==> config.mk <==
export PLATFORM = sky130hd
export DESIGN_NAME = per_addr_demux_flat
export DESIGN_NICKNAME = d
export VERILOG_FILES = /design/src/rtl/per_addr_demux_pkg.sv /design/src/rtl/per_addr_demux_if.sv /design/src/rtl/per_addr_demux_err.sv /design/src/rtl/per_addr_demux.sv /design/src/flat_wrapper.sv
export SDC_FILE = /design/constraint.sdc
export NUM_CORES = 1
export LEC_CHECK = 0
export CORE_AREA = 10 10 195 197
export CTS_CLUSTER_SIZE = 20
export DETAILED_ROUTE_END_ITERATION = 6
export DIE_AREA = 0 0 205 207
export HOLD_SLACK_MARGIN = 0.05
export PLACE_DENSITY_LB_ADDON = 0.15
export SLEW_MARGIN = 0
export SYNTH_ARGS = -nofsm -noshare
export SYNTH_HDL_FRONTEND = slang
export SYNTH_SLANG_ARGS = --single-unit
==> constraint.sdc <==
create_clock -name clk_i -period 3.9 [get_ports clk_i]
set_clock_uncertainty 0.2 [all_clocks]
set_input_delay 0.585 -clock clk_i [delete_from_list [all_inputs] [get_ports clk_i]]
set_output_delay 0.585 -clock clk_i [all_outputs]
set_load 0.01 [all_outputs]
==> src/rtl/per_addr_demux_pkg.sv <==
`default_nettype none
// ============================================================================
// per_demux_pkg : shared constants and helpers for the peripheral demux
// Revision 1.0 - initial release
// ============================================================================
package per_demux_pkg;

    localparam logic        OPC_OK    = 1'b0;
    localparam logic        OPC_ERR   = 1'b1;
    localparam logic [31:0] ERR_RDATA = 32'hBADACCE5;

    // Bits needed to hold the values 0..max_val inclusive.
    function automatic int cnt_width(input int max_val);
        return $clog2(max_val + 1);
    endfunction

endpackage
`default_nettype wire

==> src/rtl/per_addr_demux_if.sv <==
`default_nettype none
// ============================================================================
// per_addr_demux_if : upstream request/response stream plus per-target fan-out
// Revision 1.0 - initial release
// ============================================================================
interface per_addr_demux_if #(
    parameter int ADDR_WIDTH = 32,
    parameter int DATA_WIDTH = 32,
    parameter int N_SLAVES   = 4
);
    logic                                     slv_req;
    logic [ADDR_WIDTH-1:0]                    slv_add;
    logic                                     slv_wen;
    logic [DATA_WIDTH-1:0]                    slv_wdata;
    logic [DATA_WIDTH/8-1:0]                  slv_be;
    logic                                     slv_gnt;
    logic                                     slv_r_valid;
    logic                                     slv_r_opc;
    logic [DATA_WIDTH-1:0]                    slv_r_rdata;

    logic [N_SLAVES-1:0]                      mst_req;
    logic [N_SLAVES-1:0][ADDR_WIDTH-1:0]      mst_add;
    logic [N_SLAVES-1:0]                      mst_wen;
    logic [N_SLAVES-1:0][DATA_WIDTH-1:0]      mst_wdata;
    logic [N_SLAVES-1:0][DATA_WIDTH/8-1:0]    mst_be;
    logic [N_SLAVES-1:0]                      mst_gnt;
    logic [N_SLAVES-1:0]                      mst_r_valid;
    logic [N_SLAVES-1:0]                      mst_r_opc;
    logic [N_SLAVES-1:0][DATA_WIDTH-1:0]      mst_r_rdata;

    // The demux is the slave of the upstream bridge and drives the targets.
    modport slave (
        input  slv_req, slv_add, slv_wen, slv_wdata, slv_be,
        output slv_gnt, slv_r_valid, slv_r_opc, slv_r_rdata,
        output mst_req, mst_add, mst_wen, mst_wdata, mst_be,
        input  mst_gnt, mst_r_valid, mst_r_opc, mst_r_rdata
    );

    modport master (
        output slv_req, slv_add, slv_wen, slv_wdata, slv_be,
        input  slv_gnt, slv_r_valid, slv_r_opc, slv_r_rdata,
        input  mst_req, mst_add, mst_wen, mst_wdata, mst_be,
        output mst_gnt, mst_r_valid, mst_r_opc, mst_r_rdata
    );

endinterface
`default_nettype wire

==> src/rtl/per_addr_demux_err.sv <==
`default_nettype none
// ============================================================================
// per_err_slave : answers every accepted unmapped transfer one cycle later
// Revision 1.0 - initial release
// ============================================================================
module per_err_slave
    import per_demux_pkg::*;
#(
    parameter int DATA_WIDTH = 32
) (
    input  wire logic                  clk_i,
    input  wire logic                  rst_ni,
    input  wire logic                  accept,
    output logic                       rsp_valid,
    output logic                       rsp_opc,
    output logic [DATA_WIDTH-1:0]      rsp_rdata
);

    logic r_err_pending;

    always_ff @(posedge clk_i) begin
        if (!rst_ni) begin
            r_err_pending <= 1'b0;
        end else begin
            r_err_pending <= accept;
        end
    end

    assign rsp_valid = r_err_pending;
    assign rsp_opc   = OPC_ERR;
    assign rsp_rdata = DATA_WIDTH'(ERR_RDATA);

endmodule
`default_nettype wire

==> src/rtl/per_addr_demux.sv <==
`default_nettype none
// ============================================================================
// per_addr_demux : address-decoded fan-out of the peripheral request stream
//                  with in-order, single-target outstanding tracking
// Revision 1.0 - initial release
// ============================================================================
module per_addr_demux
    import per_demux_pkg::*;
#(
    parameter int ADDR_WIDTH      = 32,
    parameter int DATA_WIDTH      = 32,
    parameter int N_SLAVES        = 4,
    parameter int SEL_LSB         = 10,
    parameter int SEL_WIDTH       = 3,
    parameter int MAX_OUTSTANDING = 4
) (
    input  wire logic          clk_i,
    input  wire logic          rst_ni,
    per_addr_demux_if.slave    bus,
    output logic               busy_o
);

    localparam int                CNT_W   = cnt_width(MAX_OUTSTANDING);
    localparam int                TGT_W   = cnt_width(N_SLAVES);
    localparam logic [TGT_W-1:0]  ERR_TGT = TGT_W'(N_SLAVES);
    localparam logic [CNT_W-1:0]  CNT_MAX = CNT_W'(MAX_OUTSTANDING);

    logic [CNT_W-1:0]       r_cnt;
    logic [TGT_W-1:0]       r_cur_tgt;

    logic [SEL_WIDTH-1:0]   w_sel;
    logic                   w_mapped;
    logic [TGT_W-1:0]       w_tgt;
    logic                   w_admit;
    logic                   w_tgt_gnt;
    logic                   w_gnt;
    logic                   w_accept;
    logic                   w_retire;
    logic                   w_rsp_valid;
    logic                   w_rsp_opc;
    logic [DATA_WIDTH-1:0]  w_rsp_rdata;
    logic                   w_err_valid;
    logic                   w_err_opc;
    logic [DATA_WIDTH-1:0]  w_err_rdata;
    wire  [N_SLAVES-1:0]    w_mst_req;
    wire  [N_SLAVES-1:0]    w_stray;

    assign w_sel    = bus.slv_add[SEL_LSB +: SEL_WIDTH];
    assign w_mapped = (32'(w_sel) < 32'(N_SLAVES));
    assign w_tgt    = w_mapped ? TGT_W'(w_sel) : ERR_TGT;

    // Only one target may own outstanding transfers; a retirement in the
    // same cycle deliberately does not free a slot.
    assign w_admit = (r_cnt == '0) || ((w_tgt == r_cur_tgt) && (r_cnt < CNT_MAX));

    always_comb begin
        w_tgt_gnt = !w_mapped;
        for (int i = 0; i < N_SLAVES; i++) begin
            if (w_tgt == TGT_W'(i)) begin
                w_tgt_gnt = bus.mst_gnt[i];
            end
        end
    end

    assign w_gnt    = bus.slv_req & w_admit & w_tgt_gnt;
    assign w_accept = bus.slv_req & w_gnt;

    generate
        for (genvar g = 0; g < N_SLAVES; g++) begin : g_tgt
            assign w_mst_req[g] = bus.slv_req & w_admit & (w_tgt == TGT_W'(g));
            assign w_stray[g]   = bus.mst_r_valid[g] &
                                  ((r_cnt == '0) || (r_cur_tgt != TGT_W'(g)));
        end
    endgenerate

    assign bus.mst_req   = w_mst_req;
    assign bus.mst_add   = {N_SLAVES{bus.slv_add}};
    assign bus.mst_wen   = {N_SLAVES{bus.slv_wen}};
    assign bus.mst_wdata = {N_SLAVES{bus.slv_wdata}};
    assign bus.mst_be    = {N_SLAVES{bus.slv_be}};
    assign bus.slv_gnt   = w_gnt;

    per_err_slave #(
        .DATA_WIDTH (DATA_WIDTH)
    ) u_err (
        .clk_i     (clk_i),
        .rst_ni    (rst_ni),
        .accept    (w_accept & !w_mapped),
        .rsp_valid (w_err_valid),
        .rsp_opc   (w_err_opc),
        .rsp_rdata (w_err_rdata)
    );

    always_comb begin
        w_rsp_valid = 1'b0;
        w_rsp_opc   = OPC_OK;
        w_rsp_rdata = '0;
        if (r_cur_tgt == ERR_TGT) begin
            w_rsp_valid = w_err_valid;
            w_rsp_opc   = w_err_opc;
            w_rsp_rdata = w_err_rdata;
        end else begin
            for (int i = 0; i < N_SLAVES; i++) begin
                if (r_cur_tgt == TGT_W'(i)) begin
                    w_rsp_valid = bus.mst_r_valid[i];
                    w_rsp_opc   = bus.mst_r_opc[i];
                    w_rsp_rdata = bus.mst_r_rdata[i];
                end
            end
        end
    end

    assign w_retire        = (r_cnt != '0) & w_rsp_valid;
    assign bus.slv_r_valid = w_retire;
    assign bus.slv_r_opc   = w_rsp_opc;
    assign bus.slv_r_rdata = w_rsp_rdata;
    assign busy_o          = (r_cnt != '0);

    always_ff @(posedge clk_i) begin
        if (!rst_ni) begin
            r_cnt     <= '0;
            r_cur_tgt <= '0;
        end else begin
            if (w_accept) begin
                r_cur_tgt <= w_tgt;
            end
            case ({w_accept, w_retire})
                2'b10:   r_cnt <= r_cnt + CNT_W'(1);
                2'b01:   r_cnt <= r_cnt - CNT_W'(1);
                default: r_cnt <= r_cnt;
            endcase
        end
    end

    // Responses from a target that owns nothing are dropped by the mux above.
    always_ff @(posedge clk_i) begin
        if (rst_ni) begin
            assert (w_stray == '0)
                else $warning("per_addr_demux: stray target response dropped (targets %b)", w_stray);
        end
    end

endmodule
`default_nettype wire
==> src/flat_wrapper.sv <==
// flat-port wrapper written by rule: the top's interface ports become plain ports
module per_addr_demux_flat import per_demux_pkg::*;
#(
    parameter int ADDR_WIDTH      = 32,
    parameter int DATA_WIDTH      = 32,
    parameter int N_SLAVES        = 4,
    parameter int SEL_LSB         = 10,
    parameter int SEL_WIDTH       = 3,
    parameter int MAX_OUTSTANDING = 4
)
  (clk_i, rst_ni, busy_o, bus_slv_req, bus_slv_add, bus_slv_wen, bus_slv_wdata, bus_slv_be, bus_slv_gnt, bus_slv_r_valid, bus_slv_r_opc, bus_slv_r_rdata, bus_mst_req, bus_mst_add, bus_mst_wen, bus_mst_wdata, bus_mst_be, bus_mst_gnt, bus_mst_r_valid, bus_mst_r_opc, bus_mst_r_rdata);
  per_addr_demux_if #(.ADDR_WIDTH(ADDR_WIDTH), .DATA_WIDTH(DATA_WIDTH), .N_SLAVES(N_SLAVES)) bus_i ();
  input  wire logic clk_i;
  input  wire logic rst_ni;
  output logic busy_o;
  input wire logic [$bits(bus_i.slv_req)-1:0] bus_slv_req;
  input wire logic [$bits(bus_i.slv_add)-1:0] bus_slv_add;
  input wire logic [$bits(bus_i.slv_wen)-1:0] bus_slv_wen;
  input wire logic [$bits(bus_i.slv_wdata)-1:0] bus_slv_wdata;
  input wire logic [$bits(bus_i.slv_be)-1:0] bus_slv_be;
  output wire logic [$bits(bus_i.slv_gnt)-1:0] bus_slv_gnt;
  output wire logic [$bits(bus_i.slv_r_valid)-1:0] bus_slv_r_valid;
  output wire logic [$bits(bus_i.slv_r_opc)-1:0] bus_slv_r_opc;
  output wire logic [$bits(bus_i.slv_r_rdata)-1:0] bus_slv_r_rdata;
  output wire logic [$bits(bus_i.mst_req)-1:0] bus_mst_req;
  output wire logic [$bits(bus_i.mst_add)-1:0] bus_mst_add;
  output wire logic [$bits(bus_i.mst_wen)-1:0] bus_mst_wen;
  output wire logic [$bits(bus_i.mst_wdata)-1:0] bus_mst_wdata;
  output wire logic [$bits(bus_i.mst_be)-1:0] bus_mst_be;
  input wire logic [$bits(bus_i.mst_gnt)-1:0] bus_mst_gnt;
  input wire logic [$bits(bus_i.mst_r_valid)-1:0] bus_mst_r_valid;
  input wire logic [$bits(bus_i.mst_r_opc)-1:0] bus_mst_r_opc;
  input wire logic [$bits(bus_i.mst_r_rdata)-1:0] bus_mst_r_rdata;
  assign bus_i.slv_req = bus_slv_req;
  assign bus_i.slv_add = bus_slv_add;
  assign bus_i.slv_wen = bus_slv_wen;
  assign bus_i.slv_wdata = bus_slv_wdata;
  assign bus_i.slv_be = bus_slv_be;
  assign bus_slv_gnt = bus_i.slv_gnt;
  assign bus_slv_r_valid = bus_i.slv_r_valid;
  assign bus_slv_r_opc = bus_i.slv_r_opc;
  assign bus_slv_r_rdata = bus_i.slv_r_rdata;
  assign bus_mst_req = bus_i.mst_req;
  assign bus_mst_add = bus_i.mst_add;
  assign bus_mst_wen = bus_i.mst_wen;
  assign bus_mst_wdata = bus_i.mst_wdata;
  assign bus_mst_be = bus_i.mst_be;
  assign bus_i.mst_gnt = bus_mst_gnt;
  assign bus_i.mst_r_valid = bus_mst_r_valid;
  assign bus_i.mst_r_opc = bus_mst_r_opc;
  assign bus_i.mst_r_rdata = bus_mst_r_rdata;
  per_addr_demux #(.ADDR_WIDTH(ADDR_WIDTH), .DATA_WIDTH(DATA_WIDTH), .N_SLAVES(N_SLAVES), .SEL_LSB(SEL_LSB), .SEL_WIDTH(SEL_WIDTH), .MAX_OUTSTANDING(MAX_OUTSTANDING)) u_core (.clk_i(clk_i), .rst_ni(rst_ni), .bus(bus_i), .busy_o(busy_o));
endmodule
==> results of run 1 <==
## worst max path at each step
stage                          from                            to
floorplan           bus_slv_add[12]  u_core.r_cnt[2]$_SDFFE_PN0P_
global placement    bus_slv_add[12]                bus_mst_req[1]
detailed placement  bus_slv_add[10]  u_core.r_cnt[2]$_SDFFE_PN0P_
CTS                 bus_slv_add[12]                bus_mst_req[1]
global route        bus_slv_add[12]                bus_mst_req[1]
finish              bus_slv_add[12]                bus_mst_req[1]
## layout make-up
| type | count | share of cell area |
|---|---|---|
| Timing Repair Buffer | 207 | 0.486 |
| Multi-Input combinational cell | 149 | 0.303 |
| Tap cell | 455 | 0.135 |
| Sequential cell | 7 | 0.0345 |
| Inverter | 25 | 0.0223 |
| Clock buffer | 4 | 0.0187 |
## cells in the final DEF (no fill, tap or decap), drive strengths merged
master and instances:
clkdlybuf4s50 197, o21ai 42, inv 25, mux2i 23
o22ai 20, and2 15, mux4 15, buf 10
nand2 10, dfxtp 7, clkbuf 4, nor2 2
a21boi 2, xor2 2, nor4 2, or3 2
nor2b 2, or2 1, nand3 1, and3b 1
a311oi 1, o31ai 1, o211ai 1, nor3b 1
nor4b 1, and4 1, xnor2 1, fa 1
ha 1
## layer usage
metal / wire (um) / part of all wire / track usage / vias to the layer above
li1: - / - / - / 1118
met1: 5350 / 0.36 / 0.0685 / 1121
met3: 1980 / 0.13 / 0.0328 / 74
met4: 664 / 0.045 / 0.0306 / 2
met5: 45 / 0.0030 / 0.00832 / -
met2: 6750 / 0.46 / 0.102 / 255
## cells by family after synthesis
family	Yosys count
fa+ha+maj	2
mux	38
simple gates	39
buf+inv	320
compound gates	67
flops	7
xor+xnor	3
## critical path, delay by kind of cell
family	cells	cell delay, ns
AO/OA/AOI/OAI	2	0.41
buffers and inverters	2	1.13
AND/OR/NAND/NOR	3	0.75
## power by group
| group | switching, uW | internal, uW |
|---|---|---|
| combinational | 365 | 491 |
| sequential | 43.9 | 90.0 |
| clock | 40.8 | 136 |
## synthesized netlist by cell type
cell | count | area share
nor2b_2 | 1 | 0.0024
nor2_1 | 2 | 0.0020
nand3_1 | 1 | 0.0014
buf_4 | 277 | 0.56
buf_1 | 2 | 0.0020
mux2i_1 | 23 | 0.062
clkbuf_1 | 9 | 0.0092
o22ai_1 | 20 | 0.034
and4_2 | 1 | 0.0027
dfxtp_1 | 7 | 0.038
nand2_2 | 1 | 0.0017
o211ai_4 | 1 | 0.0058
nor3b_1 | 1 | 0.0020
and3b_2 | 1 | 0.0027
buf_2 | 3 | 0.0041
a311oi_2 | 1 | 0.0041
nor4_1 | 2 | 0.0034
or3_1 | 1 | 0.0017
clkbuf_2 | 1 | 0.0014
buf_6 | 2 | 0.0061
or3_2 | 1 | 0.0020
fa_1 | 1 | 0.0054
mux4_2 | 14 | 0.086
xnor2_1 | 1 | 0.0024
nor4b_2 | 1 | 0.0041
xor2_1 | 2 | 0.0048
ha_1 | 1 | 0.0034
and2_1 | 15 | 0.025
nand2_1 | 9 | 0.0092
o31ai_4 | 1 | 0.0058
nor2b_1 | 1 | 0.0017
o21ai_0 | 42 | 0.057
mux4_1 | 1 | 0.0071
dlymetal6s2s_1 | 1 | 0.0034
inv_1 | 25 | 0.025
a21boi_0 | 2 | 0.0041
or2_2 | 1 | 0.0017
## registers in the layout, indices dropped and copies added (netlist names)
name and cells:
u_core.r_cnt 3, u_core.r_cur_tgt 3, u_core.u_err.rsp_valid 1
## through the flow
stage | power (uW) | hold WS, ns | utilization | setup WS, ns
2_1_floorplan | 795 | 0.306 | - | 0.895
3_3_place_gp | 1020 | 0.356 | 0.121 | 0.202
3_5_place_dp | 1020 | 0.349 | 0.121 | 0.182
4_1_cts | 1200 | 0.361 | 0.123 | 0.172
5_1_grt | 1260 | 0.403 | 0.123 | 0.0655
6_report | 1170 | 0.362 | 0.123 | 0.234
==> run summary, run 1 <==
status: finished, final reports clean
slew of the pin with the lowest slew margin: 0.779 ns
post-DR wirelength/cell: 17.5 um
worst setup path class: in2out
Die W: 205 um
Worst R2R Setup Slack: 0.55 ns
DRT Pass-1 Iters: 4
full die area: 42400 sq um
Post-CTS Setup Bufs: 0
min-delay src: u_core.r_cnt[2]$_SDFFE_PN0P_
post-route setup TNS: 0 ns
max-slew violations: 0
HPWL after DPL: 12300 um
Fmax: 273 MHz
Worst-path clk slew: 0.04 ns
Vias/cell: 3.03
core area: 34100 sq um
Final nets: 607
sequential area share after synthesis: 0.0380
worst r2r src: u_core.r_cur_tgt[0]$_SDFFE_PN0P_
clk sink count: 7
DRC: 0
RSZ-0062 raised after global routing: false
remaining global-route overflow: 0
fin area: 4210 sq um
CTS tree: done
Max-Cap Viols: 0
hold path depth: 2
placed cells: 843
R2R depth: 10
syn_nets: 690
Cell Chain, Critical Path: clkdlybuf4s50_1, nor4_1, a311oi_2, o31ai_4, nand2_2, nor3b_1, clkdlybuf4s50_1
Pleak: 0.00137 uW
Worst Hold End: u_core.r_cnt[2]$_SDFFE_PN0P_
num ports: 528
Via Count: 2570
reg-to-reg endpoint: u_core.r_cnt[2]$_SDFFE_PN0P_
largest net degree at the start of global routing: 31
post-synthesis register bit count: 7
Max transition margin: 0.480
Worst setup EP type: output port
DRT iter0 DRCs: 59
Clock Path Buffers: 2
setup violators final: 0
Synth Area in Simple Gates: 0.0642
minimum clock period: 3.67 ns
Unique masters post-synth: 37
XOR/XNOR Fraction of Synth Area: 0.00713
Placed Area: 4130 sq um
proportion of synthesized area in mux cells: 0.155
Initial Util: 0.108
Data arrival, critical path: 2.88 ns
TritonCTS buffer count: 3
Tcrit/Tclk final: 0.940
global-route wire length before repair: 20900 um
CTS root buffer: clkbuf_16
worst-skew pair later-pin latency: 0.23 ns
Port Buffers: 197
Syn-to-layout area delta: 14.2%
Avg Cell Area, Syn: 7.74 sq um
most frequent CP cell: clkdlybuf4s50_1
Warnings, synthesis: 0
Critical Path RT: 3.12 ns
RePlAce Congestion: 0.668
Gate Count Post-Synth: 476
Mapped Area: 3680 sq um
slowest CP cell: clkdlybuf4s50_1
antenna diode count: 0
Post-Synth Adder-Cell Area: 0.00883
compound-gate portion of the synthesized area: 0.111
Tot GR Track Use: 0.0643
worst-path maximum fanout: 6
largest family of logic cells by synthesized area: buffers and inverters
filler-free cell count of the finished design: 847
final hold violation count: 0
Worst VDD drop: 0.139 mV
Post-CTS Resized: 0
Post-Route WL: 14800 um
antenna viol nets, final: 0
fillers: 3900
Multi-input gate area: 1270 sq um
slowest stage delay, CP: 0.61 ns
startpoint types: input pin
fraction of layout cells with a size suffix above 1: 0.0995
number of global-route vias before repair: 2933
Hold WC Path Type: reg2reg
FF/Latch Area: 145 sq um
Die Ht: 207 um
H-tree Lvls: 1
CTS Hold Bufs: 0
Cell Rows: 68
initial antenna violation count: 1
PD cells: 277 nW/um^2
No activity file was read; power rests on OpenSTA's default activity.
==> inputs of run 2 (changes only) <==
--- a/config.mk
+++ b/config.mk
@@ -5,13 +5,14 @@
 export SDC_FILE = /design/constraint.sdc
 export NUM_CORES = 1
 export LEC_CHECK = 0
-export CORE_AREA = 10 10 195 197
+export CAP_MARGIN = 10
+export CORE_AREA = 10 10 199 201
 export CTS_CLUSTER_SIZE = 20
 export DETAILED_ROUTE_END_ITERATION = 6
-export DIE_AREA = 0 0 205 207
+export DIE_AREA = 0 0 209 211
 export HOLD_SLACK_MARGIN = 0.05
-export PLACE_DENSITY_LB_ADDON = 0.15
 export SLEW_MARGIN = 0
 export SYNTH_ARGS = -nofsm -noshare
 export SYNTH_HDL_FRONTEND = slang
+export SYNTH_HIERARCHICAL = 1
 export SYNTH_SLANG_ARGS = --single-unit
==> run summary, run 2 <==
status: finished, final reports clean
crit path launch: bus_slv_add[12]
GR Util met3: 0.0466 (+0.0138)
initial antenna violation count: 2 (+1)
Avg Cell Area, Syn: 8.78 sq um (+13%)
HPWL after DPL: 12400 um (+0.86%)
final hold violation count: 0 (unchanged)
proportion of synthesized area in mux cells: 0.200 (+0.0444)
antenna diode count: 0 (unchanged)
reg-to-reg endpoint: u_core/r_cnt[2]$_SDFFE_PN0P_
full die area: 44100 sq um (+3.9%)
PD cells: 313 nW/um^2 (+13%)
Worst VDD drop: 0.249 mV (+79%)
met2 Usage GRT: 0.0857 (-0.0166)
most numerous cell in the Yosys netlist: buf_4
post-DR wirelength/cell: 17.6 um (+0.95%)
Worst R2R Setup Slack: 0.88 ns (+0.33 ns)
Die W: 209 um (+2.0%)
Hold WC Path Type: reg2reg
Cell Rows: 69 (+1.5%)
most frequent cells in the layout: clkdlybuf4s50_1 (196), mux4_2 (33), conb_1 (33)
worst setup path class: in2out
core area: 35400 sq um (+3.7%)
minimum clock period: 3.62 ns (-0.0451 ns)
Post-CTS Setup Bufs: 0 (unchanged)
Syn-to-layout area delta: 11.3%
final core utilization: 0.126 (+0.00254)
Unique masters post-synth: 39 (+5.4%)
Vias/cell: 2.99 (-1.5%)
commonest non-fill, non-tap cell in the layout: clkdlybuf4s50_1
Post-synth EDFFs: 0 (unchanged)
DRT Pass-1 Iters: 4 (unchanged)
Worst-path clk slew: 0.04 ns (about the same)
number of global-route vias before repair: 2763 (-5.8%)
FFs w/ async S/R, synth: 0 (unchanged)
Critical Path RT: 3.12 ns (about the same)
compound-gate portion of the synthesized area: 0.0909 (-0.0198)
FF/Latch Area: 145 sq um (unchanged)
fraction of layout cells with a size suffix above 1: 0.155 (+0.0552)
Max-Cap Viols: 0 (unchanged)
Post-Route WL: 14700 um (-0.37%)
layer with the highest usage: met2
placed cells: 832 (-1.3%)
post-synthesis register bit count: 7 (unchanged)
met1 Use GR: 0.0700 (+0.00149)
Tot GR Track Use: 0.0606 (-0.00366)
RePlAce Congestion: 0.746 (+12%)
fillers: 4036 (+3.5%)
most frequent cells after synthesis: buf_4 (310), mux4_2 (33), a22o_1 (32), buf_2 (10)
hold_ws: 0.377 ns (+0.0154 ns)
Via Count: 2498 (-2.8%)
TritonCTS buffer count: 3 (unchanged)
post-route setup TNS: 0 ns (unchanged)
Die Ht: 211 um (+1.9%)
worst-skew pair later-pin latency: 0.23 ns (about the same)
Synth Area in Simple Gates: 0.0525 (-0.0117)
R2R depth: 11 (+1)
Setup WS post-layout: 0.279 ns (+0.0451 ns)
Port Buffers: 197 (unchanged)
H-tree Lvls: 1 (unchanged)
Data arrival, critical path: 2.84 ns (-0.04 ns)
max-slew violations: 0 (unchanged)
CTS Hold Bufs: 0 (unchanged)
Warnings, synthesis: 6 (+6)
largest family of logic cells by synthesized area: buffers and inverters
global-route wire length before repair: 20300 um (-2.6%)
Area contributors post-synth: buf_4 (58%), mux4_2 (19%), a22o_1 (7.0%)
Tcrit/Tclk final: 0.928 (-0.0116)
Main synth FF type: dfxtp_1
sequential area share after synthesis: 0.0350 (-0.00304)
worst-path maximum fanout: 6 (unchanged)
Pleak: 0.00151 uW (+10%)
CTS tree: done
remaining global-route overflow: 0 (unchanged)
clk sink count: 7 (unchanged)
Initial Util: 0.113 (+0.00515)
num ports: 528 (unchanged)
Post-Synth Adder-Cell Area: 0.00812 (-0.000706)
worst slack at placement: 0.226 ns (+0.0435 ns)
crit path capture: bus_mst_req[3]
antenna viol nets, final: 0 (unchanged)
Clock Path Buffers: 2 (unchanged)
setup violators final: 0 (unchanged)
filler-free cell count of the finished design: 836 (-1.3%)
Gate Count Post-Synth: 456 (-4.2%)
startpoint types: input pin
worst r2r src: u_core/r_cur_tgt[2]$_SDFFE_PN0P_
CTS root buffer: clkbuf_16
Max transition margin: 0.613 (+0.133)
Post-CTS Resized: 0 (unchanged)
DRC: 0 (unchanged)
largest net degree at the start of global routing: 34 (+9.7%)
XOR/XNOR Fraction of Synth Area: 0.00437 (-0.00276)
Fmax: 276 MHz (+1.2%)
RSZ-0062 raised after global routing: false
Final nets: 590 (-2.8%)
DRT iter0 DRCs: 98 (+66%)
share of the synthesized area in the top cell type: 0.581 (+0.0167)
Mapped Area: 4010 sq um (+8.7%)
Worst setup EP type: output port
slew of the pin with the lowest slew margin: 0.580 ns (-0.199 ns)
Multi-input gate area: 1550 sq um (+22%)
area leader, netlist: buf_4
## run 2: layout make-up
cell class,instances,area share
Clock buffer,4,0.0177
Multi-Input combinational cell,147,0.349
Tap cell,461,0.129
Sequential cell,7,0.0326
Inverter,8,0.00674
Timing Repair Buffer,209,0.465
## run 2: kinds of logic after synthesis
family,Yosys count
compound gates,44
xor+xnor,2
fa+ha+maj,2
buf+inv,333
flops,7
mux,37
other cells,2
simple gates,29
## run 2: how the worst min path moves through the flow
| stage | end | slack (ns) | depth (start not counted) | startpoint |
|---|---|---|---|---|
| 2_1_floorplan | u_core/r_cur_tgt[2]$_SDFFE_PN0P_ | 0.30 | 2 | u_core/r_cur_tgt[2]$_SDFFE_PN0P_ |
| 3_3_place_gp | u_core/r_cnt[2]$_SDFFE_PN0P_ | 0.33 | 2 | u_core/r_cnt[2]$_SDFFE_PN0P_ |
| 3_5_place_dp | u_core/r_cnt[2]$_SDFFE_PN0P_ | 0.36 | 2 | u_core/r_cnt[2]$_SDFFE_PN0P_ |
| 4_1_cts | u_core/r_cnt[2]$_SDFFE_PN0P_ | 0.38 | 2 | u_core/r_cnt[2]$_SDFFE_PN0P_ |
| 5_1_grt | u_core/r_cnt[2]$_SDFFE_PN0P_ | 0.40 | 2 | u_core/r_cnt[2]$_SDFFE_PN0P_ |
| 6_report | u_core/r_cnt[2]$_SDFFE_PN0P_ | 0.38 | 2 | u_core/r_cnt[2]$_SDFFE_PN0P_ |
## run 2: worst max-delay path, stage by stage
cell and delay [ns]:
clkdlybuf4s50_1 0.62, and4bb_1 0.26, a2111oi_2 0.43, nor3b_2 0.10, buf_4 0.16, and3_1 0.18, clkdlybuf4s50_1 0.50
## run 2: per-stage QoR
stage	power (uW)	cell area [sq um]
after detailed placement	1260	4380
after global routing	1510	4460
final	1400	4460
after CTS	1430	4460
after floorplan	939	4120
after global placement	1250	4380
## run 2: routing by layer
metal / share of wire / wire length (um)
met4: 0.022 / 318
met5: 0.00081 / 12
met2: 0.42 / 6160
met3: 0.16 / 2360
met1: 0.40 / 5880
## run 2: report_power, final
part           internal (uW)  total, uW  switching (uW)
Combinational            629       1080             456
Sequential              92.0        141            48.9
Clock                    136        170            34.4
==> inputs of run 3 (changes only) <==
--- a/config.mk
+++ b/config.mk
@@ -5,11 +5,11 @@
 export SDC_FILE = /design/constraint.sdc
 export NUM_CORES = 1
 export LEC_CHECK = 0
-export CAP_MARGIN = 10
-export CORE_AREA = 10 10 199 201
+export CAP_MARGIN = 20
+export CORE_AREA = 2 2 203 205
 export CTS_CLUSTER_SIZE = 20
 export DETAILED_ROUTE_END_ITERATION = 6
-export DIE_AREA = 0 0 209 211
+export DIE_AREA = 0 0 205 207
 export HOLD_SLACK_MARGIN = 0.05
 export SLEW_MARGIN = 0
 export SYNTH_ARGS = -nofsm -noshare
==> run summary, run 3 (synthesis results as in run 2) <==
commonest non-fill, non-tap cell in the layout: clkdlybuf4s50_1
Die W: 205 um (-1.9%)
met2 Usage GRT: 0.0863 (+0.000577)
Cell Rows: 74 (+7.2%)
Syn-to-layout area delta: 12.9%
reg-to-reg endpoint: u_core/r_cnt[2]$_SDFFE_PN0P_
antenna viol nets, final: 0 (unchanged)
post-DR wirelength/cell: 13.5 um (-23%)
worst r2r src: u_core/r_cur_tgt[1]$_SDFFE_PN0P_
layer with the highest usage: met2
Initial Util: 0.0992 (-0.0139)
worst-skew pair later-pin latency: 0.23 ns (about the same)
setup violators final: 0 (unchanged)
remaining global-route overflow: 0 (unchanged)
DRT Pass-1 Iters: 4 (unchanged)
HPWL after DPL: 10500 um (-15%)
worst slack at placement: 0.238 ns (+0.0124 ns)
hold path depth: 2 (unchanged)
Via Count: 2402 (-3.8%)
initial antenna violation count: 1 (-1)
TritonCTS buffer count: 3 (unchanged)
most frequent cells in the layout: clkdlybuf4s50_1 (197), mux4_2 (33), conb_1 (33)
status: finished, final reports clean
post-route setup TNS: 0 ns (unchanged)
Final nets: 586 (-0.68%)
Tcrit/Tclk final: 0.921 (-0.00731)
Post-CTS Resized: 0 (unchanged)
H-tree Lvls: 1 (unchanged)
DRC: 0 (unchanged)
number of global-route vias before repair: 2589 (-6.3%)
Clock Path Buffers: 2 (unchanged)
Pleak: 0.00150 uW (-1.3%)
minimum clock period: 3.59 ns (-0.0285 ns)
Post-Route WL: 12200 um (-17%)
Port Buffers: 197 (unchanged)
Tot GR Track Use: 0.0532 (-0.00741)
Worst setup EP type: output port
CTS root buffer: clkbuf_16
num ports: 528 (unchanged)
Post-CTS Setup Bufs: 0 (unchanged)
met1 Use GR: 0.0543 (-0.0157)
core area: 40400 sq um (+14%)
GR Util met3: 0.0382 (-0.00834)
fraction of layout cells with a size suffix above 1: 0.146 (-0.00911)
Vias/cell: 2.66 (-11%)
Die Ht: 207 um (-1.9%)
max-slew violations: 0 (unchanged)
global-route wire length before repair: 16800 um (-17%)
Worst VDD drop: 0.132 mV (-47%)
Worst-path clk slew: 0.03 ns (about the same)
final hold violation count: 0 (unchanged)
Worst R2R Setup Slack: 1.04 ns (+0.16 ns)
Worst Hold End: u_core/r_cur_tgt[1]$_SDFFE_PN0P_
min-delay src: u_core/r_cur_tgt[1]$_SDFFE_PN0P_
Setup WS post-layout: 0.307 ns (+0.0285 ns)
worst setup path class: in2out
RSZ-0062 raised after global routing: false
worst-path maximum fanout: 12 (+6)
largest net degree at the start of global routing: 24 (-29%)
Max-Cap Viols: 0 (unchanged)
DRT iter0 DRCs: 83 (-15%)
full die area: 42400 sq um (-3.8%)
Data arrival, critical path: 2.81 ns (-0.03 ns)
CTS tree: done
startpoint types: input pin
clk sink count: 7 (unchanged)
PD cells: 298 nW/um^2 (-4.7%)
RePlAce Congestion: 0.683 (-8.4%)
Fmax: 278 MHz (+0.79%)
CTS Hold Bufs: 0 (unchanged)
Hold WC Path Type: reg2reg
R2R depth: 10 (-1)
Critical Path RT: 3.12 ns (about the same)
==> run 3: report_power, final <==
part	internal, uW	total (uW)	switching (uW)
clock network	136	174	37.8
logic	618	1050	430
registers	92.0	128	35.6
==> run 3: layout make-up <==
type                    count  area [sq um]
diodes                      1          2.50
flip-flops and latches      7           145
inverters                   8          30.0
well taps                 532           666
repair buffers            205          2040
clock buffers               4          78.8
fillers                  4664         35800
multi-input cells         147          1550
==> run 3: worst max-delay path by stage <==
| stage | depth (start not counted) | slack, ns | to | start |
|---|---|---|---|---|
| after floorplan | 11 | 0.99 | u_core/r_cnt[2]$_SDFFE_PN0P_ | bus_slv_add[12] |
| after global placement | 11 | 0.33 | u_core/r_cnt[2]$_SDFFE_PN0P_ | bus_slv_add[12] |
| after detailed placement | 11 | 0.24 | u_core/r_cnt[2]$_SDFFE_PN0P_ | bus_slv_add[11] |
| after CTS | 6 | 0.31 | bus_mst_req[0] | bus_slv_add[11] |
| after global routing | 6 | 0.18 | bus_mst_req[0] | bus_slv_add[11] |
| final | 6 | 0.31 | bus_mst_req[0] | bus_slv_add[11] |
==> run 3: per-stage QoR <==
step	utilization	total power (uW)	area (sq um)	hold WS (ns)	instances
2_1_floorplan	-	939	4120	0.297	487
3_3_place_gp	0.110	1200	4440	0.305	899
3_5_place_dp	0.110	1200	4440	0.305	899
4_1_cts	0.112	1390	4520	0.310	903
5_1_grt	0.112	1460	4520	0.341	903
6_report	0.112	1350	4520	0.309	904
==> run 3: layer usage <==
metal,vias up,share of wire
met5,-,0
met4,0,0.025
li1,1045,-
met1,1053,0.34
met2,268,0.46
met3,36,0.17
==> run 3: critical path, cell delays in order <==
cell and delay [ns]:
clkdlybuf4s50_1 0.70, and4bb_1 0.27, a2111oi_2 0.06, nor3b_2 0.31
nor4b_1 0.28, clkdlybuf4s50_1 0.59
